[config.mk]
export PLATFORM = sky130hd
export DESIGN_NAME = fetch_stage
export DESIGN_NICKNAME = d
export VERILOG_FILES = /design/src/rtl/fetch_stage.sv
export SDC_FILE = /design/constraint.sdc
export NUM_CORES = 1
export LEC_CHECK = 0
export CAP_MARGIN = 20
export CORE_ASPECT_RATIO = 2
export CORE_UTILIZATION = 30
export DETAILED_ROUTE_END_ITERATION = 12
export GPL_TIMING_DRIVEN = 0
export SLEW_MARGIN = 20
export SYNTH_ARGS = -nofsm -noshare
export SYNTH_HDL_FRONTEND = slang
export SYNTH_SLANG_ARGS = --single-unit
[constraint.sdc]
create_clock -name clk -period 2.3 [get_ports clk]
set_clock_uncertainty 0.05 [all_clocks]
set_input_delay 0.69 -clock clk [delete_from_list [all_inputs] [get_ports clk]]
set_output_delay 0.69 -clock clk [all_outputs]
set_load 0.01 [all_outputs]
[src/rtl/fetch_stage.sv]
// Instruction-fetch stage: program counter, IF/ID pipeline register and
// delivered-instruction counter, with decode-resolved branch/jump redirects.
module fetch_stage #(
  parameter int PC_WIDTH    = 8,
  parameter int INSTR_WIDTH = 32,
  parameter logic [PC_WIDTH-1:0] RESET_PC = '0
) (
  input  logic                   clk,
  input  logic                   reset,
  input  logic                   stall,
  input  logic                   branch_taken,
  input  logic [15:0]            branch_offset,
  input  logic                   jump,
  input  logic [25:0]            jump_index,
  output logic [PC_WIDTH-1:0]    pc,
  input  logic [INSTR_WIDTH-1:0] instruction_in,
  output logic [INSTR_WIDTH-1:0] ifid_instruction,
  output logic [PC_WIDTH-1:0]    ifid_pc_plus1,
  output logic                   ifid_valid,
  output logic [15:0]            fetch_count
);

  // ifid_valid qualifies the IF/ID contents: when low the register holds a
  // nop bubble, and decode-side redirect requests are ignored because a bubble
  // cannot be a branch or jump.
  logic                   jump_en;
  logic                   branch_en;
  logic                   load_valid;
  logic [PC_WIDTH-1:0]    pc_plus1;
  logic [PC_WIDTH-1:0]    branch_target;
  logic [PC_WIDTH-1:0]    next_pc;
  logic [INSTR_WIDTH-1:0] next_instruction;
  logic [PC_WIDTH-1:0]    next_pc_plus1;
  logic                   next_valid;
  logic [15:0]            next_count;

  assign jump_en       = ifid_valid & jump;
  assign branch_en     = ifid_valid & branch_taken;
  assign pc_plus1      = pc + PC_WIDTH'(1);
  assign branch_target = ifid_pc_plus1 + branch_offset[PC_WIDTH-1:0];

  // Priority: jump, then branch (both squash), then stall, then sequential.
  always_comb begin
    next_pc          = pc;
    next_instruction = ifid_instruction;
    next_pc_plus1    = ifid_pc_plus1;
    next_valid       = ifid_valid;
    load_valid       = 1'b0;
    if (jump_en) begin
      next_pc          = jump_index[PC_WIDTH-1:0];
      next_instruction = '0;
      next_valid       = 1'b0;
    end else if (branch_en) begin
      next_pc          = branch_target;
      next_instruction = '0;
      next_valid       = 1'b0;
    end else if (!stall) begin
      next_pc          = pc_plus1;
      next_instruction = instruction_in;
      next_pc_plus1    = pc_plus1;
      next_valid       = 1'b1;
      load_valid       = 1'b1;
    end
  end

  always_comb begin
    next_count = fetch_count;
    if (load_valid && fetch_count != 16'hFFFF) begin
      next_count = fetch_count + 16'd1;
    end
  end

  always_ff @(posedge clk) begin
    if (reset) begin
      pc               <= RESET_PC;
      ifid_instruction <= '0;
      ifid_pc_plus1    <= '0;
      ifid_valid       <= 1'b0;
      fetch_count      <= '0;
    end else begin
      pc               <= next_pc;
      ifid_instruction <= next_instruction;
      ifid_pc_plus1    <= next_pc_plus1;
      ifid_valid       <= next_valid;
      fetch_count      <= next_count;
    end
  end

endmodule
==> impl_metrics.toml, run 1 <==
[yosys]
synth_area_mm2 = 0.00318
synth_async_sr_flop_share_pct = 0
synth.yosys.warnings = 0
postSynthRegisterBits = 65
synthFlopType = "sky130_fd_sc_hd__dfxtp_1"
postSynthNetCount = 443
synth_seq_area_share_pct = 41.0
synth_cells = 354
number_of_enable_flip_flop_cells_after_synthesis = 0
netlist-cell-type-count = 57
syn_area_per_cell_um2 = 8.97

[timing]
finalCriticalPeriod_ps = 2270
period_share_pct = 98.6
finalSetupViolations = 0
worstMarginPinSlew_ps = 571
summed_negative_setup_slack_over_all_endpoints_ps = 0
grt_setup_unrepaired = "no"
finalMaxSlewViolations = 0
max_freq_ghz = 0.441
relSlewSlack_pct = 61.9
fin_worst_hold_slack_ps = 442
hold_viol = 0

[critical_path]
crit_path_max_incr_delay_ps = 470
path_class = "primary input to flip-flop"
setup_slack_of_the_most_critical_reg_to_reg_path_ps = 340
worstRegToRegCells = 6
r2r_start = "ifid_pc_plus1[0]"
endpoint_of_the_worst_register_to_register_path = "pc[1]"
critical_path_arrival_ps = 2410
required_ps = 2450
critPathSlowestCell = "sky130_fd_sc_hd__nor4b_1"
crit_path_start_kind = "primary input"
critPathMaxFanout = 7
cp-end-kind = "flip-flop"
cp_cell_sequence = "clkdlybuf4s50_1 > ha_1 > nor4b_1 > a311oi_2 > nor2_1 > a2111oi_2 > o2bb2ai_1"

[clock_network]
clock_tree.htree_level_count = 3
clock_latency_ps = 320
cts_buffers = 9
clkTransAtPathRegs_ps = 60
ctsRootBufferMaster = "sky130_fd_sc_hd__clkbuf_16"
clock_tree_from_tritoncts = "yes"
cts_max_path_buffers = 2
post_cts_hold_buffer_count = 0
clock_sinks = 65

[floorplan]
floorplan.rows = 52
ios = 144
die-height_um = 148
initial_utilization_pct = 31.1
floorplan.core_area_mm2 = 0.0102
fp.dieW_um = 74.8
die_area_mm2 = 0.0110

[run_status]
status = "finished, final reports clean"

[route]
ant_nets = 0
drt-vias-per-instance = 4.87
detail_route.drc_violations = 0
totalWireLength_um = 9360
first_iter_violations = 91
number_of_search_and_repair_iterations_in_the_first_detailed_routing_pass = 4
total_vias_in_the_final_route = 3050
wl_per_cell_um = 15.0

[power]
power-per-cell-area_mw_per_mm2 = 690
overall_power_mw = 3.43
leak_nw = 1.97
ir_drop_mv = 0.509

[global_routing]
antenna_violations_before_repair = 0
total_routing_resource_utilization_after_global_routing_pct = 17.9
grt_max_degree = 14
grt_overflow_total = 0
grt_pass1_wl_um = 15100
first_global_vias = 3182

[hold_path]
min_path_cells = 2
worst_hold_path.endpoint = "ifid_instruction[22]"
hold_path_class = "flip-flop to flip-flop"
min_from = "ifid_instruction[22]"

[place]
dp.final_hpwl_um = 7260
port_buffers = 116
routabilityCongestion = 0.920
postPlaceCellArea_mm2 = 0.00451

[layout]
finish.net_count = 575
area.growth.synth_to_final_pct = 56.7
drive_above_1_share_pct = 11.0
insertedDiodeCount = 0
final_area_mm2 = 0.00498

[job]
maxCapViolCount = 0
[power breakdown]
group          internal (mW)  leakage, nW  switching, mW
Clock                   1.07        0.171          0.530
Combinational          0.320         1.27          0.269
Sequential              1.19        0.532         0.0547
Total                   2.58         1.97          0.854
[layer usage]
metal	vias up	global-route usage (%)	share of wire (%)	routed length [µm]
li1	1512	-	-	-
met1	1411	18.6	38	3540
met2	109	31.5	54	5030
met3	18	4.84	5.5	512
met4	0	9.62	3.0	278
met5	-	0	0	0
[worst max path at each step]
stage,endpoint,cells after the start,from
finish,pc[5],7,branch_offset[5]
global route,pc[6],7,branch_offset[2]
CTS,fetch_count[12],6,branch_taken
detailed placement,fetch_count[5],6,branch_taken
global placement,fetch_count[5],6,branch_taken
floorplan,pc[5],6,branch_offset[4]
[layout make-up]
| cell class | instances | area [µm²] |
|---|---|---|
| fillers | 1021 | 5240 |
| multi-input cells | 263 | 1850 |
| flip-flops and latches | 65 | 1300 |
| repair buffers | 121 | 1200 |
| clock buffers | 9 | 225 |
| well taps | 135 | 169 |
| clock inverters | 7 | 125 |
| plain buffers | 18 | 83.8 |
| inverters | 8 | 30.0 |
[synthesized netlist by cell type, drive strengths merged, types with 3 or more instances]
cell    count  area [µm²]
nor3        9        61.3
inv         8        30.0
buf         7        40.0
clkbuf     11        41.3
dfxtp      65        1300
a21oi      13        65.1
nor2       75         282
nand3       7        40.0
nor4        4        52.6
xnor2      13         114
xor2       10        87.6
nand2      21        78.8
ha          9         113
nand2b      4        25.0
o21ai       5        28.8
or2         3        18.8
mux2i      34         340
and3        3        18.8
nand4       4        31.3
a211oi     10        80.1
[cells by family (layout without fill, tap and decap cells)]
kind of cell	Yosys count	in the layout	share of synthesized area, %
adders and majority gates	10	10	4.17
DFF	65	65	41.0
xor gates and xnor gates	23	23	6.34
and+or+nand+nor	141	141	21.7
AOI/OAI and AO/OA	53	53	11.9
muxes	36	36	11.4
buffers and inverters	26	163	3.51
[through the flow]
stage	utilization [%]	worst slack [ps]	instances
6_report	48.7	33.2	626
5_1_grt	48.7	1.92	626
4_1_cts	48.4	-70.6	624
2_1_floorplan	-	158	354
3_3_place_gp	44.1	-576	605
3_5_place_dp	44.1	-624	605
[sequential cells by signal (all words and copies together), names as in the netlist]
register,flops
ifid_instruction,32
ifid_pc_plus1,8
fetch_count,16
ifid_valid,1
pc,8
[layout by cell type (no fill, tap or decap), types with 2 or more instances in the layout]
| master | count |
|---|---|
| sky130_fd_sc_hd__or4_1 | 2 |
| sky130_fd_sc_hd__a211oi_1 | 9 |
| sky130_fd_sc_hd__nor3_4 | 2 |
| sky130_fd_sc_hd__nor3_1 | 7 |
| sky130_fd_sc_hd__mux2_2 | 2 |
| sky130_fd_sc_hd__clkbuf_16 | 9 |
| sky130_fd_sc_hd__or3_1 | 2 |
| sky130_fd_sc_hd__a21oi_1 | 12 |
| sky130_fd_sc_hd__clkbuf_1 | 9 |
| sky130_fd_sc_hd__buf_4 | 5 |
| sky130_fd_sc_hd__a32oi_1 | 2 |
| sky130_fd_sc_hd__buf_2 | 5 |
| sky130_fd_sc_hd__or2_1 | 2 |
| sky130_fd_sc_hd__o21ai_0 | 4 |
| sky130_fd_sc_hd__inv_6 | 3 |
| sky130_fd_sc_hd__dlygate4sd2_1 | 2 |
| sky130_fd_sc_hd__o21a_1 | 2 |
| sky130_fd_sc_hd__nor4_2 | 2 |
| sky130_fd_sc_hd__xnor2_1 | 13 |
| sky130_fd_sc_hd__xor2_1 | 10 |
| sky130_fd_sc_hd__o2bb2ai_1 | 2 |
| sky130_fd_sc_hd__ha_1 | 7 |
| sky130_fd_sc_hd__bufinv_16 | 3 |
| sky130_fd_sc_hd__nor2_1 | 74 |
| sky130_fd_sc_hd__o2111ai_1 | 2 |
| sky130_fd_sc_hd__dfxtp_1 | 65 |
| sky130_fd_sc_hd__mux2i_1 | 34 |
| sky130_fd_sc_hd__inv_1 | 7 |
| sky130_fd_sc_hd__nand2_1 | 21 |
| sky130_fd_sc_hd__a221oi_1 | 2 |
| sky130_fd_sc_hd__o211ai_1 | 2 |
| sky130_fd_sc_hd__clkdlybuf4s50_1 | 113 |
| sky130_fd_sc_hd__nand2b_1 | 4 |
| sky130_fd_sc_hd__and3_1 | 3 |
| sky130_fd_sc_hd__nand4_1 | 3 |
| sky130_fd_sc_hd__clkbuf_2 | 2 |
| sky130_fd_sc_hd__nand3_1 | 6 |
[what timing repair did]
action                     CTS  global route
setup endpoints to repair   18            54
setup buffers                3             2
cloned                       0             0
gates resized for setup     16             8
pin swaps                   11             3
[worst max-delay path, delay by kind of cell]
kind / cells / cell delay (ps)
buffers and inverters: 1 / 410
adders and majority gates: 1 / 390
AOI/OAI and AO/OA: 3 / 300
and+or+nand+nor: 2 / 620
Note: power is estimated with default switching activity, not from simulation.
==> run 2: changes to the inputs <==
HOLD_SLACK_MARGIN = 0.15   (was unset)
REMOVE_ABC_BUFFERS = 1   (was unset)
==> impl_metrics.toml, run 2 (synthesis gave the netlist of run 1 again) <==
[run_status]
status = "finished, final reports clean"

[global_routing]
grt_overflow_total = 0
first_global_vias = 3081
grt_max_degree = 37
grt_pass1_wl_um = 14700
total_routing_resource_utilization_after_global_routing_pct = 17.5
antenna_violations_before_repair = 0

[critical_path]
crit_path_start_kind = "primary input"
required_ps = 2510
critical_path_arrival_ps = 2450
crit_path_max_incr_delay_ps = 510
critPathSlowestCell = "sky130_fd_sc_hd__clkdlybuf4s50_1"
critPathMaxFanout = 6
cp_cell_sequence = "clkdlybuf4s50_1 > ha_4 > a21o_1 > a311oi_2 > nor2_1 > a2111oi_2 > o2bb2ai_1"
cp-end-kind = "flip-flop"
path_class = "primary input to flip-flop"

[layout]
insertedDiodeCount = 0
mostFrequentLayoutCells = "sky130_fd_sc_hd__clkdlybuf4s50_1, sky130_fd_sc_hd__nor2_1, sky130_fd_sc_hd__dfxtp_1"
registers.top_by_ff_count = "ifid_instruction"
drive_above_1_share_pct = 10.1
area.growth.synth_to_final_pct = 53.4
largest_reg_flops = 32
reg_top3 = "ifid_instruction: 32 flops, fetch_count: 16 flops"
finish.net_count = 558
layout.cells.most_common = "sky130_fd_sc_hd__clkdlybuf4s50_1"

[power]
leak_nw = 1.92
power-per-cell-area_mw_per_mm2 = 650
overall_power_mw = 3.17
ir_drop_mv = 0.442

[route]
detail_route.drc_violations = 0
total_vias_in_the_final_route = 2960
totalWireLength_um = 9020
number_of_search_and_repair_iterations_in_the_first_detailed_routing_pass = 4
ant_nets = 0
wl_per_cell_um = 14.8
drt-vias-per-instance = 4.86
first_iter_violations = 142

[job]
maxCapViolCount = 0

[floorplan]
fp.dieW_um = 74.8
die-height_um = 148
floorplan.core_area_mm2 = 0.0102
floorplan.rows = 52
ios = 144
initial_utilization_pct = 31.1
die_area_mm2 = 0.0110

[timing]
period_share_pct = 97.6
relSlewSlack_pct = 49.0
finalSetupViolations = 0
max_freq_ghz = 0.446
summed_negative_setup_slack_over_all_endpoints_ps = 0
finalMaxSlewViolations = 0
final_critical_path_setup_slack_ps = 55.6
worstMarginPinSlew_ps = 765
finalCriticalPeriod_ps = 2240
hold_viol = 0

[clock_network]
cts_buffers = 9
clock_sinks = 65
clock_tree.htree_level_count = 3
ctsRootBufferMaster = "sky130_fd_sc_hd__clkbuf_16"
post_cts_hold_buffer_count = 0
cts_max_path_buffers = 2
clkTransAtPathRegs_ps = 50
clock_tree_from_tritoncts = "yes"
clock_latency_ps = 330

[place]
dp.final_hpwl_um = 6720
port_buffers = 117
detailedPlace.worstSlack_ps = -707
routabilityCongestion = 0.790

[hold_path]
hold_path_class = "flip-flop to flip-flop"
## run 2: worst paths after layout
kind	slack, ps	cells past startpoint	start	end
min	440	2	ifid_instruction[3]	ifid_instruction[3]
max	60	7	branch_offset[4]	pc[5]
min reg2reg	440	2	ifid_instruction[3]	ifid_instruction[3]
max reg2reg	440	8	ifid_pc_plus1[0]	pc[4]
## run 2: worst max-delay path, delay by kind of cell
| family | cells | cell delay (ps) |
|---|---|---|
| AO/OA/AOI/OAI | 4 | 930 |
| buffers and inverters | 1 | 510 |
| adder cells (fa/ha/maj) | 1 | 230 |
| AND/OR/NAND/NOR | 1 | 80 |
## run 2: metrics by stage
stage / hold WS, ps / area, µm² / instances / utilization, %
floorplan: 447 / 3100 / 336 / -
global placement: 425 / 4440 / 588 / 43.4
detailed placement: 437 / 4460 / 589 / 43.6
CTS: 450 / 4830 / 608 / 47.3
global route: 470 / 4870 / 609 / 47.7
finish: 441 / 4870 / 609 / 47.7
## run 2: area by class of cell
type	instances	area (µm²)
Fill cell	988	5340
Multi-Input combinational cell	263	1860
Sequential cell	65	1300
Timing Repair Buffer	122	1220
Clock buffer	13	250
Tap cell	135	169
Clock inverter	3	40.0
Inverter	8	30.0
## run 2: power breakdown
group          internal [mW]  total, mW  switching (mW)
sequential              1.19       1.25          0.0590
combinational          0.317      0.576           0.259
clock                  0.865       1.34           0.479
## run 2: repair_timing
item	4_1_cts	5_1_grt
setup endpoints to repair	61	19
setup buffers	3	1
gates cloned	0	0
resized for setup	14	10
pin swaps	1	12
## run 2: layer usage
metal	part of all wire, %	global-route usage [%]
met3	5.5	5.11
met1	37	17.8
met5	0	0
met2	55	31.7
met4	2.4	7.74
